$ cat src/rtl/pipelined_alu.sv
// ============================================================================
//  Module      : pipelined_alu
//  Description : Two-stage valid/ready pipelined ALU with status flags,
//                optional signed saturation and an accumulator operand.
//  Revision    : 1.0 - initial release
// ============================================================================
`default_nettype none

module pipelined_alu #(
    parameter int WIDTH    = 6,
    parameter int SATURATE = 0
) (
    input  logic             clk,
    input  logic             rst_n,
    input  logic             in_valid,
    output logic             in_ready,
    input  logic [WIDTH-1:0] A,
    input  logic [WIDTH-1:0] B,
    input  logic [2:0]       fxn,
    input  logic             acc_en,
    input  logic             acc_clr,
    output logic             out_valid,
    input  logic             out_ready,
    output logic [WIDTH-1:0] X,
    output logic             zero,
    output logic             neg,
    output logic             carry,
    output logic             ovf,
    output logic [WIDTH-1:0] acc
);

    localparam logic [2:0] C_PASS_A = 3'b000;
    localparam logic [2:0] C_PASS_B = 3'b001;
    localparam logic [2:0] C_NEG_A  = 3'b010;
    localparam logic [2:0] C_NEG_B  = 3'b011;
    localparam logic [2:0] C_SLT    = 3'b100;
    localparam logic [2:0] C_XNOR   = 3'b101;
    localparam logic [2:0] C_ADD    = 3'b110;
    localparam logic [2:0] C_SUB    = 3'b111;

    localparam logic [WIDTH-1:0] C_MIN = {1'b1, {(WIDTH-1){1'b0}}};
    localparam logic [WIDTH-1:0] C_MAX = ~C_MIN;
    localparam int               C_MSB = WIDTH - 1;

    logic             r_s1_valid;
    logic [WIDTH-1:0] r_a;
    logic [WIDTH-1:0] r_b;
    logic [2:0]       r_fxn;
    logic             r_acc_en;
    logic             r_s2_valid;
    logic [WIDTH-1:0] r_x;
    logic             r_zero;
    logic             r_neg;
    logic             r_carry;
    logic             r_ovf;
    logic [WIDTH-1:0] r_acc;

    logic             w_s1_adv;
    logic             w_accept;
    logic [WIDTH-1:0] w_opa;
    logic [WIDTH:0]   w_sum;
    logic [WIDTH:0]   w_diff;
    logic [WIDTH-1:0] w_raw;
    logic             w_carry;
    logic             w_ovf;
    logic [WIDTH-1:0] w_x;

    assign w_s1_adv = r_s1_valid && (!r_s2_valid || out_ready);
    assign in_ready = !r_s1_valid || w_s1_adv;
    assign w_accept = in_valid && in_ready;

    // Accumulator is sampled when the op leaves stage 1, so a dependent op
    // right behind always sees the freshly written value.
    assign w_opa  = r_acc_en ? r_acc : r_a;
    assign w_sum  = {1'b0, w_opa} + {1'b0, r_b};
    assign w_diff = {1'b0, w_opa} - {1'b0, r_b};

    always_comb begin
        w_raw   = '0;
        w_carry = 1'b0;
        w_ovf   = 1'b0;
        case (r_fxn)
            C_PASS_A: w_raw = w_opa;
            C_PASS_B: w_raw = r_b;
            C_NEG_A: begin
                w_raw = -w_opa;
                w_ovf = (w_opa == C_MIN);
            end
            C_NEG_B: begin
                w_raw = -r_b;
                w_ovf = (r_b == C_MIN);
            end
            C_SLT:    w_raw = {{(WIDTH-1){1'b0}}, ($signed(w_opa) < $signed(r_b))};
            C_XNOR:   w_raw = ~(w_opa ^ r_b);
            C_ADD: begin
                w_raw   = w_sum[WIDTH-1:0];
                w_carry = w_sum[WIDTH];
                w_ovf   = (w_opa[C_MSB] == r_b[C_MSB]) && (w_sum[C_MSB] != w_opa[C_MSB]);
            end
            C_SUB: begin
                w_raw   = w_diff[WIDTH-1:0];
                w_carry = w_diff[WIDTH];
                w_ovf   = (w_opa[C_MSB] != r_b[C_MSB]) && (w_diff[C_MSB] != w_opa[C_MSB]);
            end
            default: w_raw = '0;
        endcase
    end

    // A wrapped result always carries the wrong sign, so the raw MSB tells
    // which rail to clamp to.
    assign w_x = ((SATURATE != 0) && w_ovf) ? (w_raw[C_MSB] ? C_MAX : C_MIN) : w_raw;

    always_ff @(posedge clk or negedge rst_n) begin
        if (!rst_n) begin
            r_s1_valid <= 1'b0;
            r_a        <= '0;
            r_b        <= '0;
            r_fxn      <= '0;
            r_acc_en   <= 1'b0;
        end else begin
            if (w_accept) begin
                r_s1_valid <= 1'b1;
                r_a        <= A;
                r_b        <= B;
                r_fxn      <= fxn;
                r_acc_en   <= acc_en;
            end else if (w_s1_adv) begin
                r_s1_valid <= 1'b0;
            end
        end
    end

    always_ff @(posedge clk or negedge rst_n) begin
        if (!rst_n) begin
            r_s2_valid <= 1'b0;
            r_x        <= '0;
            r_zero     <= 1'b0;
            r_neg      <= 1'b0;
            r_carry    <= 1'b0;
            r_ovf      <= 1'b0;
        end else begin
            if (w_s1_adv) begin
                r_s2_valid <= 1'b1;
                r_x        <= w_x;
                r_zero     <= (w_x == '0);
                r_neg      <= w_x[C_MSB];
                r_carry    <= w_carry;
                r_ovf      <= w_ovf;
            end else if (out_ready) begin
                r_s2_valid <= 1'b0;
            end
        end
    end

    always_ff @(posedge clk or negedge rst_n) begin
        if (!rst_n) begin
            r_acc <= '0;
        end else if (acc_clr) begin
            r_acc <= '0;
        end else if (w_s1_adv && r_acc_en) begin
            r_acc <= w_x;
        end
    end

    assign out_valid = r_s2_valid;
    assign X         = r_x;
    assign zero      = r_zero;
    assign neg       = r_neg;
    assign carry     = r_carry;
    assign ovf       = r_ovf;
    assign acc       = r_acc;

endmodule

`default_nettype wire

$ cat config.mk
export PLATFORM = sky130hd
export DESIGN_NAME = pipelined_alu
export DESIGN_NICKNAME = d
export VERILOG_FILES = /design/src/rtl/pipelined_alu.sv
export SDC_FILE = /design/constraint.sdc
export NUM_CORES = 1
export LEC_CHECK = 0
export BUFFER_PORTS_ARGS = -buffer_cell sky130_fd_sc_hd__buf_2
export CORE_MARGIN = 2
export CORE_UTILIZATION = 62
export DETAILED_ROUTE_END_ITERATION = 12
export PLACE_DENSITY_LB_ADDON = 0.12
export REMOVE_ABC_BUFFERS = 1
export SLEW_MARGIN = 20
export SYNTH_ARGS = -nofsm -noshare
export SYNTH_HDL_FRONTEND = slang
export SYNTH_SLANG_ARGS = --single-unit
$ cat constraint.sdc
create_clock -name clk -period 5.4 [get_ports clk]
set_clock_uncertainty 0.2 [all_clocks]
set_input_delay 0.81 -clock clk [delete_from_list [all_inputs] [get_ports clk]]
set_output_delay 0.81 -clock clk [all_outputs]
set_load 0.05 [all_outputs]
==> out/qor.yml <==
global_route:
  grt.met3_usage_pct: 4.33
  grt_pass1_wl_um: 9500
  grt_pass1_vias: 1935
  track_usage_pct: 28.3
  use_met1_pct: 40.0
  grt_max_degree: 34
  antenna_found_initial: 0
  busiest_layer: "met2"
  grt_overflow: 0
  grt.met2_usage_pct: 45.0
detailed_routing:
  viasPerCell: 6.03
  wl_um: 5810
  vias: 2190
  drt_pass1_iterations: 5
  drc: 0
  drtAntennaViolNets: 0
  drt-initial-drc-count: 281
  post_drt_wl_per_cell_um: 16.0
critical_path:
  cp-startpoint: "r_acc_en$_DFFE_PN0P_"
  rr_startpoint: "r_acc_en$_DFFE_PN0P_"
  path_max_fanout: 15
  worstPathRequired_ns: 5.43
  start_kind: "flop"
  reg2reg_depth: 10
  cp-end-kind: "flop"
  critical_path_arrival_ns: 3.60
  crit_path_end: "zero$_DFFE_PN0P_"
  r2r_slack_ns: 1.83
  rr_endpoint: "zero$_DFFE_PN0P_"
  worstSetupPathType: "reg2reg"
floorplan:
  fp-row-count: 23
  core_um2: 3940
  io_pins: 39
  fp.dieH_um: 67.6
  design.die.area_um2: 4570
  start_util_pct: 63.7
  die_width_um: 67.6
power_and_ir_drop:
  combPwrFrac_pct: 50.6
  pwr-share-seq_pct: 32.6
  pwr-share-clk_pct: 16.8
  irDropWorstVdd_mv: 0.249
  leakage_nw: 1.31
  power_density_nw_per_um2: 393
  power.internal_uw: 586
  p_switching_uw: 506
  switching_share_pct: 46.3
finish:
  fillers: 327
  diodes: 0
  drive_gt1_share_pct: 22.4
  fin_area_um2: 2780
  area_growth_pct: 10.7
  layout.nets: 350
synth:
  netlist_area_um2: 2510
  syn_avg_cell_area_um2: 8.87
  synth_top_area_share_pct: 32.9
  synth_seq_area_share_pct: 32.9
  yosys.area.top_type: "dfrtp_1"
  ys_ff_latch: 33
  synth_top_flop_cell: "dfrtp_1"
  async_flop_share_pct: 100
  ys_warn_count: 0
  synth_cell_type_count: 55
  ys_top_cells_by_area: "dfrtp_1 (33%), mux2_2 (8.5%), ha_1 (7.5%), nand2_1 (5.2%), nor2_1 (3.7%)"
  synth_cells: 283
  synth_edf_count: 0
clock_tree:
  ctsResizeCount: 0
  clock-root-buffer: "clkbuf_8"
  numCtsBuffers: 5
  cts_hold_buf: 0
  clockBufferDepth: 2
  cts_setup_buffers: 0
  path_clk_slew_ns: 0.07
  clk_latency_ns: 0.29
  cts.sinks: 33
  cts_tree: "yes"
  h-tree-depth: 2
sta:
  rsz0062_at_grt: "no"
  relSlewSlack_pct: 43.3
  finalHoldViolations: 0
  fin_tns_setup_ns: 0
  period_minus_slack_ns: 3.57
  finalMaxSlewViolations: 0
  setup_viol: 0
  fmax_mhz: 280
  worst_slew_pin_slew_ns: 0.850
  period_share_pct: 66.1
job:
  maxCapViolCount: 0
placed_design:
  port_buffers: 38
  placed_area_um2: 2690
  gp_congestion: 0.888
  dpl.hpwl_um: 4430
run_status:
  status: "complete, no violations"
min_path:
  hold_path_class: "reg2reg"
-- layout by cell type (no fill, tap or decap), types with 3 or more instances in the layout --
master,count
o211ai_1,3
clkbuf_8,5
dfrtp_1,33
o21ai_0,9
mux2i_1,6
inv_1,17
nand2_1,35
xnor2_1,7
nor3_1,6
nor3b_1,5
a211oi_1,4
a31oi_1,4
nand3_1,5
buf_2,38
nand2b_1,9
ha_1,15
nor2_1,25
a21oi_1,17
mux2_2,19
nor2b_1,3
nand3b_1,3
-- worst max-delay path: stages, from the launching register on --
cell,delay [ns]
dfrtp_1,0.65
mux2_2,0.43
ha_1,0.21
fa_1,0.40
nor2b_1,0.15
o31ai_1,0.38
nor4bb_1,0.11
a221o_1,0.30
o311a_1,0.35
nor3_1,0.16
a32o_1,0.18
-- power groups by stage --
stage	logic (mW)	registers [mW]	clock network (mW)
after floorplan	0.319	0.452	0
after detailed placement	0.548	0.360	0
after global routing	0.601	0.366	0.196
after CTS	0.550	0.356	0.184
after global placement	0.538	0.358	0
final	0.552	0.357	0.184
-- cell type report --
cell class / instances / area, um2 / area share [%]
tap: 50 / 62.6 / 2.25
inverter: 17 / 63.8 / 2.30
timing repair buffer: 38 / 190 / 6.85
multi-input combinational: 217 / 1550 / 55.8
clock buffer: 5 / 68.8 / 2.48
clock inverter: 3 / 17.5 / 0.631
sequential: 33 / 826 / 29.7
-- cells by family after synthesis --
logic type	synth area share, %
mux	11.8
xor+xnor	2.79
flops	32.9
simple gates	21.4
compound gates	16.7
buf+inv	5.38
fa+ha+maj	9.07
-- metal layers --
metal	up-vias	wire [um]	part of all wire (%)
met3	8	306	5.3
met2	76	2750	47
met5	-	0	0
met4	0	75	1.3
li1	1063	-	-
met1	1043	2680	46
-- how the worst min path moves through the flow --
| stage | start | endpoint | cells past startpoint |
|---|---|---|---|
| floorplan | r_a[5]$_DFFE_PN0P_ | r_a[5]$_DFFE_PN0P_ | 1 |
| global placement | X[2]$_DFFE_PN0P_ | X[2]$_DFFE_PN0P_ | 2 |
| detailed placement | X[2]$_DFFE_PN0P_ | X[2]$_DFFE_PN0P_ | 2 |
| CTS | X[2]$_DFFE_PN0P_ | X[2]$_DFFE_PN0P_ | 2 |
| global route | X[1]$_DFFE_PN0P_ | X[1]$_DFFE_PN0P_ | 1 |
| finish | X[2]$_DFFE_PN0P_ | X[2]$_DFFE_PN0P_ | 2 |
-- cell usage after synthesis, drive strengths merged, types with 3 or more instances --
cell type and number:
nand3b 3, nor3 6, inv 17, a31oi 4, ha 15, dfrtp 33
nand2b 9, nand3 5, nor2 25, buf 7, or4 3, a211oi 4
mux2 19, o21ai 9, xnor2 7, clkbuf 9, a21oi 17, nor3b 5
o211ai 3, nand2 35, mux2i 6, nor2b 3
-- metrics by stage --
step	worst slack, ns	instances	util, %	hold slack (ns)	total power [mW]
2_1_floorplan	2.21	267	-	0.279	0.771
3_3_place_gp	2.03	355	68.3	0.255	0.896
3_5_place_dp	1.88	355	68.3	0.257	0.909
4_1_cts	1.87	363	70.5	0.274	1.09
5_1_grt	1.67	363	70.5	0.313	1.16
6_report	1.83	363	70.5	0.271	1.09
-- sequential cells by signal, indices dropped and copies added (netlist names) --
register,cells
r_b,6
carry,1
r_s1_valid,1
ovf,1
X,6
r_fxn,3
out_valid,1
acc,6
zero,1
r_acc_en,1
r_a,6
Note: power is estimated with default switching activity, not from simulation.
